### src/rtl/spi_master_pkg.sv
// Shared types and defaults for the SPI master engine.
package spi_master_pkg;

    localparam int unsigned DefDataW = 8;
    localparam int unsigned DefDivW  = 8;
    localparam int unsigned DefNss   = 4;

    // Frame sequencing: select asserted through LEAD/SHIFT/TRAIL, released in GAP.
    typedef enum logic [2:0] {
        StIdle,
        StLead,
        StShift,
        StTrail,
        StGap
    } state_t;

    typedef struct packed {
        logic cpol;
        logic cpha;
    } spi_mode_t;

    // True when an SCLK edge of the given kind is the MISO sample edge for this mode;
    // the opposite edge kind is the MOSI drive edge.
    function automatic logic samples_on(input spi_mode_t mode, input logic leading);
        return leading ^ mode.cpha;
    endfunction

endpackage

### src/rtl/spi_clk_div.sv
// SCLK half-period timer: down-counter that ticks when it reaches zero and reloads.
module spi_clk_div
    import spi_master_pkg::*;
#(
    parameter int unsigned DIV_W = DefDivW
) (
    input  logic             clk,
    input  logic             rst_n,
    input  logic             load,
    input  logic [DIV_W-1:0] div,
    output logic             tick
);

    logic [DIV_W-1:0] cnt_q, cnt_d;

    assign tick = (cnt_q == '0);

    // Restart on load, reload after each tick, otherwise count down.
    always_comb begin
        cnt_d = cnt_q - 1'b1;
        if (load || tick) begin
            cnt_d = div;
        end
    end

    // Counter register.
    always_ff @(posedge clk or negedge rst_n) begin
        if (!rst_n) begin
            cnt_q <= '0;
        end else begin
            cnt_q <= cnt_d;
        end
    end

endmodule

### src/rtl/spi_master_engine.sv
// SPI master serialiser: frames parallel words onto the master SPI pins and returns the
// word sampled from MISO on a one-cycle rx_valid pulse.
module spi_master_engine
    import spi_master_pkg::*;
#(
    parameter int unsigned DATA_W = DefDataW,
    parameter int unsigned DIV_W  = DefDivW,
    parameter int unsigned NSS    = DefNss,
    localparam int unsigned SS_W  = (NSS > 1) ? $clog2(NSS) : 1
) (
    input  logic              pclk,
    input  logic              n_p_reset,
    input  logic [DIV_W-1:0]  cfg_div,
    input  logic              cfg_cpol,
    input  logic              cfg_cpha,
    input  logic              cfg_lsb_first,
    input  logic [SS_W-1:0]   cfg_ss_sel,
    input  logic              tx_valid,
    output logic              tx_ready,
    input  logic [DATA_W-1:0] tx_data,
    output logic              rx_valid,
    output logic [DATA_W-1:0] rx_data,
    output logic              busy,
    output logic              n_ss_en,
    output logic [NSS-1:0]    n_ss_out,
    output logic              n_sclk_en,
    output logic              sclk_out,
    output logic              n_mo_en,
    output logic              mo,
    input  logic              mi
);

    localparam int unsigned CNT_W = $clog2(2 * DATA_W);
    localparam int unsigned BIT_W = $clog2(DATA_W);
    localparam logic [CNT_W-1:0] LastEdge = CNT_W'(2 * DATA_W - 1);

    state_t            state_q, state_d;
    spi_mode_t         mode_q;
    logic              lsb_q;
    logic [SS_W-1:0]   sel_q;
    logic [DIV_W-1:0]  div_q;
    logic [DIV_W-1:0]  div_load;
    logic [DATA_W-1:0] tx_word_q;
    logic [DATA_W-1:0] rx_sh_q;
    logic [DATA_W-1:0] rx_data_q;
    logic [CNT_W-1:0]  edge_q;
    logic              sclk_q;
    logic              mo_q;
    logic              rx_valid_q;

    logic              tick;
    logic              accept;
    logic              edge_tick;
    logic              leading;
    logic              do_sample;
    logic              do_drive;
    logic              frame_active;
    logic [BIT_W-1:0]  bit_idx;
    logic [BIT_W-1:0]  drive_idx;

    // Position in the word of the idx-th bit on the wire.
    function automatic logic [BIT_W-1:0] bit_pos(input logic [BIT_W-1:0] idx, input logic lsb);
        return lsb ? idx : BIT_W'(DATA_W - 1) - idx;
    endfunction

    function automatic logic frame_bit(input logic [DATA_W-1:0] word,
                                       input logic [BIT_W-1:0] idx, input logic lsb);
        return word[bit_pos(idx, lsb)];
    endfunction

    assign accept   = tx_valid && (state_q == StIdle);
    // The first half-period of a frame uses the divider being accepted, later ones the latch.
    assign div_load = accept ? cfg_div : div_q;

    spi_clk_div #(
        .DIV_W (DIV_W)
    ) u_clk_div (
        .clk   (pclk),
        .rst_n (n_p_reset),
        .load  (accept),
        .div   (div_load),
        .tick  (tick)
    );

    // Edge bookkeeping: even edges leave the idle level, odd edges return to it.
    assign edge_tick = (state_q == StShift) && tick;
    assign leading   = ~edge_q[0];
    assign bit_idx   = edge_q[CNT_W-1:1];
    assign do_sample = edge_tick && samples_on(mode_q, leading);
    // CPHA=0 presents the next bit on a trailing edge (none after the last edge);
    // CPHA=1 presents the current bit on its leading edge.
    assign do_drive  = edge_tick && !samples_on(mode_q, leading) && (edge_q != LastEdge);
    assign drive_idx = mode_q.cpha ? bit_idx : bit_idx + 1'b1;

    // Frame sequencing, advanced only on half-period ticks once a word is accepted.
    always_comb begin
        state_d = state_q;
        unique case (state_q)
            StIdle:  if (accept) state_d = StLead;
            StLead:  if (tick) state_d = StShift;
            StShift: if (tick && (edge_q == LastEdge)) state_d = StTrail;
            StTrail: if (tick) state_d = StGap;
            StGap:   if (tick) state_d = StIdle;
            default: state_d = StIdle;
        endcase
    end

    // State register.
    always_ff @(posedge pclk or negedge n_p_reset) begin
        if (!n_p_reset) begin
            state_q <= StIdle;
        end else begin
            state_q <= state_d;
        end
    end

    // Per-frame snapshot of the word and configuration; later cfg changes wait for the next frame.
    always_ff @(posedge pclk or negedge n_p_reset) begin
        if (!n_p_reset) begin
            tx_word_q <= '0;
            mode_q    <= '0;
            lsb_q     <= 1'b0;
            sel_q     <= '0;
            div_q     <= '0;
        end else if (accept) begin
            tx_word_q <= tx_data;
            mode_q    <= '{cpol: cfg_cpol, cpha: cfg_cpha};
            lsb_q     <= cfg_lsb_first;
            sel_q     <= cfg_ss_sel;
            div_q     <= cfg_div;
        end
    end

    // SCLK, MOSI, edge counter and MISO capture.
    always_ff @(posedge pclk or negedge n_p_reset) begin
        if (!n_p_reset) begin
            sclk_q  <= 1'b0;
            mo_q    <= 1'b0;
            edge_q  <= '0;
            rx_sh_q <= '0;
        end else begin
            if (accept) begin
                sclk_q  <= cfg_cpol;
                mo_q    <= frame_bit(tx_data, '0, cfg_lsb_first);
                edge_q  <= '0;
                rx_sh_q <= '0;
            end else if (state_q == StIdle) begin
                sclk_q <= cfg_cpol;
            end else if (state_q == StTrail) begin
                sclk_q <= mode_q.cpol;
            end
            if (edge_tick) begin
                sclk_q <= ~sclk_q;
                edge_q <= edge_q + 1'b1;
            end
            if (do_sample) begin
                rx_sh_q[bit_pos(bit_idx, lsb_q)] <= mi;
            end
            if (do_drive) begin
                mo_q <= frame_bit(tx_word_q, drive_idx, lsb_q);
            end
        end
    end

    // Hand the received word back as the frame enters GAP.
    always_ff @(posedge pclk or negedge n_p_reset) begin
        if (!n_p_reset) begin
            rx_valid_q <= 1'b0;
            rx_data_q  <= '0;
        end else begin
            rx_valid_q <= 1'b0;
            if ((state_q == StTrail) && tick) begin
                rx_valid_q <= 1'b1;
                rx_data_q  <= rx_sh_q;
            end
        end
    end

    assign frame_active = (state_q == StLead) || (state_q == StShift) || (state_q == StTrail);

    assign tx_ready  = (state_q == StIdle);
    assign busy      = (state_q != StIdle);
    assign rx_valid  = rx_valid_q;
    assign rx_data   = rx_data_q;
    assign n_ss_out  = frame_active ? ~(NSS'(1) << sel_q) : '1;
    assign n_ss_en   = ~frame_active;
    assign n_sclk_en = ~frame_active;
    assign n_mo_en   = ~frame_active;
    assign sclk_out  = sclk_q;
    assign mo        = mo_q;

endmodule

### config.mk
export PLATFORM = sky130hd
export DESIGN_NAME = spi_master_engine
export DESIGN_NICKNAME = d
export VERILOG_FILES = /design/src/rtl/spi_master_pkg.sv /design/src/rtl/spi_clk_div.sv /design/src/rtl/spi_master_engine.sv
export SDC_FILE = /design/constraint.sdc
export NUM_CORES = 1
export LEC_CHECK = 0
export ABC_AREA = 1
export ABC_CLOCK_PERIOD_IN_PS = 1600
export BUFFER_PORTS_ARGS = -buffer_cell sky130_fd_sc_hd__buf_2
export CORE_AREA = 4 4 80 82
export CTS_CLUSTER_SIZE = 25
export DETAILED_ROUTE_END_ITERATION = 10
export DIE_AREA = 0 0 84 86
export GPL_TIMING_DRIVEN = 1
export PLACE_DENSITY = 0.77
export SLEW_MARGIN = 0
export SYNTH_ARGS = -nofsm -noshare
export SYNTH_HDL_FRONTEND = slang
export SYNTH_SLANG_ARGS = --single-unit
### constraint.sdc
create_clock -name pclk -period 1.6 [get_ports pclk]
set_input_delay 0 -clock pclk [delete_from_list [all_inputs] [get_ports pclk]]
set_output_delay 0 -clock pclk [all_outputs]
set_load 0.005 [all_outputs]
==> results of run 1 <==
## worst max path at each step
stage / end / slack (ps) / cells past startpoint
6_report: u_clk_div.cnt_q[5] / 4 / 10
3_3_place_gp: rx_sh_q[4] / 2 / 13
4_1_cts: rx_sh_q[5] / -5 / 9
3_5_place_dp: rx_sh_q[7] / -70 / 13
2_1_floorplan: rx_sh_q[4] / -110 / 13
5_1_grt: rx_sh_q[4] / -130 / 13
## repair_timing
| item | in CTS | in global routing |
|---|---|---|
| buffers inserted | 1 | 9 |
| pin swaps | 3 | 0 |
| gates resized for setup | 0 | 30 |
| hold endpoints to repair | 87 | 0 |
| hold buffers | 23 | 0 |
| setup endpoints to repair | 14 | 31 |
## metrics by stage
stage | hold WS, ps | setup TNS (ps) | power, mW
2_1_floorplan | -296 | -454 | 3.72
3_3_place_gp | 17.2 | 0 | 4.40
3_5_place_dp | 21.1 | -376 | 4.51
4_1_cts | 69.8 | -4.75 | 5.69
5_1_grt | 118 | -1280 | 6.31
6_report | 98.6 | 0 | 5.85
## sequential cells by signal (all words and copies together), names as in the netlist
name	cells
state_q	3
mo	1
u_clk_div.cnt_q	8
sclk_out	1
mode_q	2
rx_data	8
tx_word_q	8
rx_sh_q	8
lsb_q	1
rx_valid	1
sel_q	2
edge_q	4
div_q	8
## critical path, cell delays in order, from the launching register on
cell and delay [ps]:
sky130_fd_sc_hd__dfrtp_1 400, sky130_fd_sc_hd__inv_2 80, sky130_fd_sc_hd__ha_4 140, sky130_fd_sc_hd__nand2_4 50, sky130_fd_sc_hd__nor2_4 100, sky130_fd_sc_hd__nand4_4 100, sky130_fd_sc_hd__buf_4 200, sky130_fd_sc_hd__nand2_1 110
sky130_fd_sc_hd__buf_12 140, sky130_fd_sc_hd__nor2_1 50, sky130_fd_sc_hd__a31oi_1 140
## layout make-up
class	instances	area, um^2
clock buffer	5	68.8
clock inverter	3	67.6
fill	492	1950
inverter	38	151
multi-input combinational	252	1330
sequential	55	1380
tap	75	93.8
timing repair buffer	95	706
## layer usage
| metal | track usage (%) | vias to the layer above | part of all wire [%] |
|---|---|---|---|
| met2 | 33.8 | 64 | 50 |
| met3 | 3.65 | 9 | 5.2 |
| li1 | - | 1306 | - |
| met5 | 0 | - | 0 |
| met4 | 7.02 | 0 | 1.7 |
| met1 | 22.7 | 1208 | 43 |
## cells by family (layout without fill, tap and decap cells)
family	Yosys count	after routing	synth area share, %
fa+ha+maj	3	3	1.34
xor+xnor	10	10	3.12
flops	55	55	49.0
mux	1	1	0.357
simple gates	199	199	31.3
buf+inv	47	141	7.17
compound gates	39	39	7.71
## where the power goes
| group | internal (mW) | leakage, nW | switching [mW] | total, mW |
|---|---|---|---|---|
| Clock | 0.624 | 0.0644 | 0.470 | 1.09 |
| Sequential | 1.83 | 0.693 | 0.331 | 2.16 |
| Combinational | 1.12 | 1.20 | 1.47 | 2.59 |
| Total | 3.58 | 1.96 | 2.27 | 5.85 |
## synthesized netlist by cell type
cell type,instances
sky130_fd_sc_hd__nor2_8,1
sky130_fd_sc_hd__nand3_1,30
sky130_fd_sc_hd__o22ai_1,2
sky130_fd_sc_hd__nand2_4,1
sky130_fd_sc_hd__clkinv_2,1
sky130_fd_sc_hd__a21oi_1,5
sky130_fd_sc_hd__a32oi_1,1
sky130_fd_sc_hd__nor3b_1,1
sky130_fd_sc_hd__nand2_2,2
sky130_fd_sc_hd__xnor2_1,5
sky130_fd_sc_hd__dfrtp_1,55
sky130_fd_sc_hd__nor3_1,3
sky130_fd_sc_hd__o21ai_0,20
sky130_fd_sc_hd__buf_4,4
sky130_fd_sc_hd__nand4_1,1
sky130_fd_sc_hd__inv_1,32
sky130_fd_sc_hd__xor2_1,5
sky130_fd_sc_hd__nor2_2,2
sky130_fd_sc_hd__clkbuf_1,2
sky130_fd_sc_hd__mux2i_1,1
sky130_fd_sc_hd__o21ai_1,4
sky130_fd_sc_hd__buf_2,3
sky130_fd_sc_hd__a22o_2,1
sky130_fd_sc_hd__nand2_1,130
sky130_fd_sc_hd__o211ai_1,1
sky130_fd_sc_hd__inv_4,2
sky130_fd_sc_hd__or2_2,1
sky130_fd_sc_hd__inv_2,3
sky130_fd_sc_hd__o31ai_1,1
sky130_fd_sc_hd__nand4_4,1
sky130_fd_sc_hd__nor2_1,22
sky130_fd_sc_hd__nor2_4,4
sky130_fd_sc_hd__a31oi_1,4
sky130_fd_sc_hd__ha_1,3
==> report_table.html, run 1 <==
<table>
<tr><th>Metric</th><th>Value</th></tr>
<tr><th colspan="2">Floorplan</th></tr>
<tr><td>FP Rows</td><td>28</td></tr>
<tr><td>Overall die area</td><td>7220 um^2</td></tr>
<tr><td>Number of placed I/O pins</td><td>45</td></tr>
<tr><td>Die W</td><td>roughly 84 um</td></tr>
<tr><td>Area of the core</td><td>about 5700 um^2</td></tr>
<tr><td>Vertical die dimension</td><td>about 86 um</td></tr>
<tr><td>Initial core utilization</td><td>between 40 and 50%</td></tr>
<tr><th colspan="2">Worst setup path</th></tr>
<tr><td>Startpoint of the worst-slack reg-to-reg timing path</td><td>u_clk_div.cnt_q[0]</td></tr>
<tr><td>Worst setup EP type</td><td>register</td></tr>
<tr><td>Crit start category</td><td>register</td></tr>
<tr><td>FF-to-FF End</td><td>u_clk_div.cnt_q[5]</td></tr>
<tr><td>Setup slack of the worst register-to-register path</td><td>around 4.2 ps</td></tr>
<tr><td>Worst EP arrival</td><td>1840 ps</td></tr>
<tr><td>Launching instance or port of the critical path</td><td>u_clk_div.cnt_q[0]</td></tr>
<tr><td>Max Fanout on Critical Path</td><td>15</td></tr>
<tr><td>Required time at the endpoint of the critical path</td><td>around 1800 ps</td></tr>
<tr><td>Setup CP Type</td><td>register to register</td></tr>
<tr><td>Depth of the most critical reg-to-reg path</td><td>10</td></tr>
<tr><th colspan="2">Route</th></tr>
<tr><td>Routed wire per std cell</td><td>between 10 and 15 um</td></tr>
<tr><td>Number of vias after detailed routing</td><td>2587</td></tr>
<tr><td>Detailed-route wire length</td><td>about 6600 um</td></tr>
<tr><td>Initial DRC Count</td><td>185</td></tr>
<tr><td>Count of antenna-violating nets left after detailed routing</td><td>0</td></tr>
<tr><td>Mean number of vias per cell</td><td>~4.9</td></tr>
<tr><td>Drt first pass iters</td><td>4</td></tr>
<tr><td>Post-route DRC</td><td>0</td></tr>
<tr><th colspan="2">Cells and area</th></tr>
<tr><td>Number of antenna diodes</td><td>0</td></tr>
<tr><td>Commonest non-fill, non-tap cells in the layout</td><td>127 x sky130_fd_sc_hd__nand2_1, 50 x sky130_fd_sc_hd__dfrtp_1, 44 x sky130_fd_sc_hd__buf_2</td></tr>
<tr><td>Final design utilization</td><td>66.1%</td></tr>
<tr><td>Most common library cell in the layout ignoring fill and taps</td><td>sky130_fd_sc_hd__nand2_1</td></tr>
<tr><td>Synth-to-layout area growth</td><td>35.2%</td></tr>
<tr><td>Number of standard cells in the layout, taps in and fillers out</td><td>between 500 and 600</td></tr>
<tr><td>Nets@finish</td><td>between 400 and 500</td></tr>
<tr><td>Final Cell Area</td><td>roughly 3800 um^2</td></tr>
<tr><td>Fraction of layout instances using a drive strength above 1</td><td>27.5%</td></tr>
<tr><th colspan="2">Pwr</th></tr>
<tr><td>Peak supply drop</td><td>0.000882 V</td></tr>
<tr><td>Pwr Density</td><td>1540 nW/um^2</td></tr>
<tr><td>Static leakage</td><td>1.96 nW</td></tr>
<tr><th colspan="2">Clock tree</th></tr>
<tr><td>CTS tree</td><td>done</td></tr>
<tr><td>Number of buffers created by CTS</td><td>5</td></tr>
<tr><td>Root cell of the clock tree</td><td>sky130_fd_sc_hd__clkbuf_8</td></tr>
<tr><td>Deepest clock path buffer count</td><td>2</td></tr>
<tr><td>TritonCTS Sinks</td><td>55</td></tr>
<tr><td>Number of H-tree levels</td><td>2</td></tr>
<tr><td>Later-pin clock latency in the skew report</td><td>310 ps</td></tr>
<tr><td>CTS clk-pin slew, worst paths</td><td>100 ps</td></tr>
<tr><th colspan="2">Logic synthesis</th></tr>
<tr><td>Post-synthesis instance total</td><td>about 350</td></tr>
<tr><td>Flop and latch count out of synthesis</td><td>55</td></tr>
<tr><td>Post-Syn Area</td><td>2810 um^2</td></tr>
<tr><td>Main area contributors after synthesis</td><td>sky130_fd_sc_hd__dfrtp_1 49%, sky130_fd_sc_hd__nand2_1 17%, sky130_fd_sc_hd__nand3_1 5.3%</td></tr>
<tr><td>Mapped Avg Cell Area</td><td>between 7 and 8 um^2</td></tr>
<tr><td>Syn Nets</td><td>approximately 380</td></tr>
<tr><td>Top cell type by total area after synthesis</td><td>sky130_fd_sc_hd__dfrtp_1</td></tr>
<tr><td>Fraction of synthesized cell area taken by the top area cell type</td><td>roughly 49%</td></tr>
<tr><td>Fraction of the yosys area taken by sequential cells</td><td>approximately half</td></tr>
<tr><td>Unique cell type count in the Yosys netlist</td><td>34</td></tr>
<tr><td>Synthesis warning total</td><td>0</td></tr>
<tr><th colspan="2">Job</th></tr>
<tr><td>Maximum Capacitance Violations</td><td>0</td></tr>
<tr><th colspan="2">GRT</th></tr>
<tr><td>Global-route total usage across every layer</td><td>between 10% and 20%</td></tr>
<tr><td>Wire length of the first global-routing pass</td><td>roughly 11000 um</td></tr>
<tr><td>Aggregate global routing overflow</td><td>0</td></tr>
<tr><td>Largest net degree at the start of global routing</td><td>56</td></tr>
<tr><td>Via count of the first global-routing pass</td><td>around 2600</td></tr>
<tr><td>Number of antenna violations at the first check in global routing</td><td>0</td></tr>
<tr><th colspan="2">STA</th></tr>
<tr><td>Worst Max-Slew Pin Slew</td><td>about 340 ps</td></tr>
<tr><td>Max Transition Viols Final</td><td>0</td></tr>
<tr><td>Clock period minus final worst setup slack</td><td>approximately 1600 ps</td></tr>
<tr><td>Worst Skew</td><td>5.06 ps</td></tr>
<tr><td>Final setup violating endpoints</td><td>0</td></tr>
<tr><td>Setup repair after global routing missed its margin</td><td>true</td></tr>
<tr><td>Timing-limited maximum frequency</td><td>between 600 and 700 MHz</td></tr>
<tr><td>Number of hold violations in the final report</td><td>0</td></tr>
<tr><td>Headroom to the max-slew limit</td><td>between 70 and 80%</td></tr>
<tr><td>Final worst-path cycle share</td><td>between 90 and 100%</td></tr>
<tr><td>PnR worst setup slack</td><td>roughly 4.2 ps</td></tr>
<tr><th colspan="2">Min path</th></tr>
<tr><td>Path type of the worst min-delay path</td><td>primary input to register</td></tr>
<tr><td>Hold Path Origin</td><td>tx_valid</td></tr>
<tr><td>Hold depth</td><td>4</td></tr>
<tr><td>Hold worst-path end</td><td>state_q[1]</td></tr>
<tr><th colspan="2">Run status</th></tr>
<tr><td>Run status</td><td>finished, final reports clean</td></tr>
<tr><th colspan="2">Place</th></tr>
<tr><td>Placement-stage worst setup slack</td><td>-66.9 ps</td></tr>
<tr><td>HPWL after DPL</td><td>4320 um</td></tr>
<tr><td>Dpl cells</td><td>482</td></tr>
<tr><td>Count of input and output buffers</td><td>between 40 and 50</td></tr>
<tr><td>Final estimated routing congestion in global placement</td><td>between 0.8 and 0.9</td></tr>
<tr><td>Placed standard-cell area</td><td>~3300 um^2</td></tr>
</table>
Note: power is estimated with default switching activity, not from simulation.
==> inputs of run 2 (changes only) <==
==> constraint.sdc (replaced) <==
create_clock -name pclk -period 1.6 [get_ports pclk]
set_input_delay 0.48 -clock pclk [delete_from_list [all_inputs] [get_ports pclk]]
set_output_delay 0.48 -clock pclk [all_outputs]
set_load 0.005 [all_outputs]
==> run 2 against run 1 <==
Worst setup slack worse by 180 ps; flip-flop and latch count unchanged; total power is 8.1% higher; via count up 0.97%; largest power group unchanged; cell count decreased by 1.3%; non-clock buffer count shrank 8; the run now ends with setup timing left.
==> report_table.html, run 2 (synthesized netlist as in run 1, its figures left out) <==
<table>
<tr><th>Metric</th><th>Value</th></tr>
<tr><th colspan="2">Clock tree</th></tr>
<tr><td>Root cell of the clock tree</td><td>sky130_fd_sc_hd__clkbuf_8</td></tr>
<tr><td>Number of buffers created by CTS</td><td>5 (unchanged)</td></tr>
<tr><td>Later-pin clock latency in the skew report</td><td>310 ps (about the same)</td></tr>
<tr><td>TritonCTS Sinks</td><td>55 (unchanged)</td></tr>
<tr><td>CTS tree</td><td>done</td></tr>
<tr><td>CTS clk-pin slew, worst paths</td><td>100 ps (about the same)</td></tr>
<tr><td>Deepest clock path buffer count</td><td>2 (unchanged)</td></tr>
<tr><td>Number of H-tree levels</td><td>2 (unchanged)</td></tr>
<tr><th colspan="2">Job</th></tr>
<tr><td>Maximum Capacitance Violations</td><td>0 (unchanged)</td></tr>
<tr><th colspan="2">STA</th></tr>
<tr><td>Timing-limited maximum frequency</td><td>563 MHz (-10%)</td></tr>
<tr><td>PnR worst setup slack</td><td>-177 ps (-181 ps)</td></tr>
<tr><td>Headroom to the max-slew limit</td><td>75.4% (-1.7 points)</td></tr>
<tr><td>Clock period minus final worst setup slack</td><td>1780 ps (+181 ps)</td></tr>
<tr><td>Final setup violating endpoints</td><td>18 (+18)</td></tr>
<tr><td>Worst Max-Slew Pin Slew</td><td>366 ps (+23.8 ps)</td></tr>
<tr><td>Final worst-path cycle share</td><td>111% (+11 points)</td></tr>
<tr><td>Max Transition Viols Final</td><td>0 (unchanged)</td></tr>
<tr><td>Worst Skew</td><td>5.52 ps (+0.459 ps)</td></tr>
<tr><td>Setup repair after global routing missed its margin</td><td>true</td></tr>
<tr><td>Number of hold violations in the final report</td><td>0 (unchanged)</td></tr>
<tr><th colspan="2">Worst setup path</th></tr>
<tr><td>Depth of the most critical reg-to-reg path</td><td>9 (-1)</td></tr>
<tr><td>FF-to-FF End</td><td>mo</td></tr>
<tr><td>Setup slack of the worst register-to-register path</td><td>-50 ps (-50 ps)</td></tr>
<tr><td>Worst EP arrival</td><td>1300 ps (-540 ps)</td></tr>
<tr><td>Required time at the endpoint of the critical path</td><td>1120 ps (-720 ps)</td></tr>
<tr><td>Worst Setup EP</td><td>busy</td></tr>
<tr><td>Startpoint of the worst-slack reg-to-reg timing path</td><td>state_q[0]</td></tr>
<tr><td>Max Fanout on Critical Path</td><td>4 (-11)</td></tr>
<tr><td>Launching instance or port of the critical path</td><td>state_q[0]</td></tr>
<tr><td>Setup CP Type</td><td>register to output pin</td></tr>
<tr><td>Crit start category</td><td>register</td></tr>
<tr><td>Worst setup EP type</td><td>output pin</td></tr>
<tr><th colspan="2">Min path</th></tr>
<tr><td>Path type of the worst min-delay path</td><td>primary input to asynchronous set/reset pin</td></tr>
<tr><th colspan="2">Route</th></tr>
<tr><td>Routed wire per std cell</td><td>13.3 um (+5.3%)</td></tr>
<tr><td>Drt first pass iters</td><td>4 (unchanged)</td></tr>
<tr><td>Initial DRC Count</td><td>144 (-22%)</td></tr>
<tr><td>Number of vias after detailed routing</td><td>2612 (+0.97%)</td></tr>
<tr><td>Count of antenna-violating nets left after detailed routing</td><td>0 (unchanged)</td></tr>
<tr><td>Detailed-route wire length</td><td>6870 um (+3.9%)</td></tr>
<tr><td>Mean number of vias per cell</td><td>5.06 (+2.3%)</td></tr>
<tr><td>Post-route DRC</td><td>0 (unchanged)</td></tr>
<tr><th colspan="2">Pwr</th></tr>
<tr><td>Pwr Density</td><td>1650 nW/um^2 (+6.8%)</td></tr>
<tr><td>Peak supply drop</td><td>0.000962 V (+9.1%)</td></tr>
<tr><td>Total power consumption of the routed design</td><td>6.33 mW (+8.1%)</td></tr>
<tr><td>Static leakage</td><td>1.98 nW (+1.4%)</td></tr>
<tr><th colspan="2">GRT</th></tr>
<tr><td>Largest net degree at the start of global routing</td><td>56 (unchanged)</td></tr>
<tr><td>Via count of the first global-routing pass</td><td>2441 (-5.9%)</td></tr>
<tr><td>Wire length of the first global-routing pass</td><td>11100 um (-0.99%)</td></tr>
<tr><td>Number of antenna violations at the first check in global routing</td><td>0 (unchanged)</td></tr>
<tr><td>Aggregate global routing overflow</td><td>0 (unchanged)</td></tr>
<tr><td>Global-route total usage across every layer</td><td>18.8% (-0.15 points)</td></tr>
<tr><th colspan="2">Run status</th></tr>
<tr><td>Failing checks</td><td>setup timing</td></tr>
<tr><td>Run status</td><td>finished, violations left</td></tr>
<tr><th colspan="2">Cells and area</th></tr>
<tr><td># fillers</td><td>455 (-7.5%)</td></tr>
<tr><td>Number of antenna diodes</td><td>0 (unchanged)</td></tr>
<tr><td>Fraction of layout instances using a drive strength above 1</td><td>35.1% (+7.7 points)</td></tr>
<tr><td>Nets@finish</td><td>468 (-1.5%)</td></tr>
<tr><td>Synth-to-layout area growth</td><td>36.9%</td></tr>
<tr><td>Most common library cell in the layout ignoring fill and taps</td><td>sky130_fd_sc_hd__nand2_1</td></tr>
<tr><td>Commonest non-fill, non-tap cells in the layout</td><td>112 x sky130_fd_sc_hd__nand2_1, 53 x sky130_fd_sc_hd__dfrtp_1, 44 x sky130_fd_sc_hd__buf_2</td></tr>
<tr><td>Final design utilization</td><td>66.9% (+0.81 points)</td></tr>
<tr><th colspan="2">Floorplan</th></tr>
<tr><td>Vertical die dimension</td><td>86 um (unchanged)</td></tr>
<tr><td>Number of placed I/O pins</td><td>45 (unchanged)</td></tr>
<tr><td>FP Rows</td><td>28 (unchanged)</td></tr>
<tr><td>Overall die area</td><td>7220 um^2 (unchanged)</td></tr>
<tr><td>Area of the core</td><td>5750 um^2 (unchanged)</td></tr>
<tr><td>Initial core utilization</td><td>48.9% (unchanged)</td></tr>
<tr><td>Die W</td><td>84 um (unchanged)</td></tr>
<tr><th colspan="2">Place</th></tr>
<tr><td>Final estimated routing congestion in global placement</td><td>0.886 (+0.52%)</td></tr>
<tr><td>Count of input and output buffers</td><td>44 (unchanged)</td></tr>
<tr><td>HPWL after DPL</td><td>4390 um (+1.7%)</td></tr>
</table>
-- run 2: cell types whose count changed in the layout (fill, tap and decap cells not counted), moves of 2 or more --
cell and change:
sky130_fd_sc_hd__buf_4 +4, sky130_fd_sc_hd__dlygate4sd3_1 -23, sky130_fd_sc_hd__nand2_1 -15, sky130_fd_sc_hd__o21ai_2 +2, sky130_fd_sc_hd__dfrtp_2 -3, sky130_fd_sc_hd__dfrtp_1 +3, sky130_fd_sc_hd__buf_6 +6, sky130_fd_sc_hd__nand2_2 +14
sky130_fd_sc_hd__nand2_8 +2, sky130_fd_sc_hd__clkbuf_16 +2, sky130_fd_sc_hd__o21ai_1 +8, sky130_fd_sc_hd__o21ai_0 -10
-- run 2: layout make-up --
class / count / area, um^2 / area share (%)
Inverter: 38 / 156 / 4.07
Clock buffer: 6 / 82.6 / 2.15
Timing Repair Buffer: 87 / 686 / 17.8
Multi-Input combinational cell: 252 / 1400 / 36.5
Tap cell: 75 / 93.8 / 2.44
Clock inverter: 2 / 35.0 / 0.911
Sequential cell: 55 / 1380 / 35.9
Timing Repair inverter: 1 / 7.51 / 0.195
-- run 2: worst min-delay path by stage --
stage          startpoint         end  slack, ps  depth (start not counted)
2_1_floorplan   n_p_reset    div_q[0]        180                          0
3_3_place_gp   rx_data[6]  rx_data[6]        450                          2
3_5_place_dp   rx_data[7]  rx_data[7]        450                          2
4_1_cts         n_p_reset  rx_data[0]        160                          2
5_1_grt         n_p_reset  state_q[1]        150                          2
6_report        n_p_reset  state_q[1]        140                          2
-- run 2: critical path, cell delays in order, from the launching register on --
cell and delay [ps]:
sky130_fd_sc_hd__dfrtp_1 420, sky130_fd_sc_hd__nor2_2 160, sky130_fd_sc_hd__inv_2 70, sky130_fd_sc_hd__nor2_4 90, sky130_fd_sc_hd__buf_6 110, sky130_fd_sc_hd__inv_2 30
sky130_fd_sc_hd__buf_2 110
-- run 2: through the flow --
stage | worst slack [ps] | instances | area [um^2] | setup TNS, ps | hold WS [ps]
2_1_floorplan | -107 | 354 | 2820 | -454 | 184
3_3_place_gp | 3.88 | 482 | 3250 | 0 | 448
3_5_place_dp | -51.8 | 482 | 3250 | -193 | 455
4_1_cts | -147 | 498 | 3490 | -1270 | 163
5_1_grt | -264 | 516 | 3840 | -5090 | 154
6_report | -177 | 516 | 3840 | -1160 | 143
-- run 2: power by group --
| part | switching, mW | internal, mW | leakage [nW] |
|---|---|---|---|
| Combinational | 1.68 | 1.52 | 1.22 |
| Clock | 0.453 | 0.507 | 0.0612 |
| Sequential | 0.330 | 1.83 | 0.698 |
-- run 2: per-layer routing --
metal | vias to the layer above | wire, um | track usage (%)
li1 | 1298 | - | -
met1 | 1214 | 2760 | 23.3
met2 | 89 | 3540 | 32.9
met3 | 11 | 481 | 3.84
met4 | 0 | 89 | 5.99
met5 | - | 0 | 0
-- run 2: timing repair --
item,4_1_cts,5_1_grt
endpoints found under the setup margin,23,40
gates cloned,1,3
gates resized for setup,10,65
setup buffers,7,16
hold buffers,0,0
pin swaps,5,15
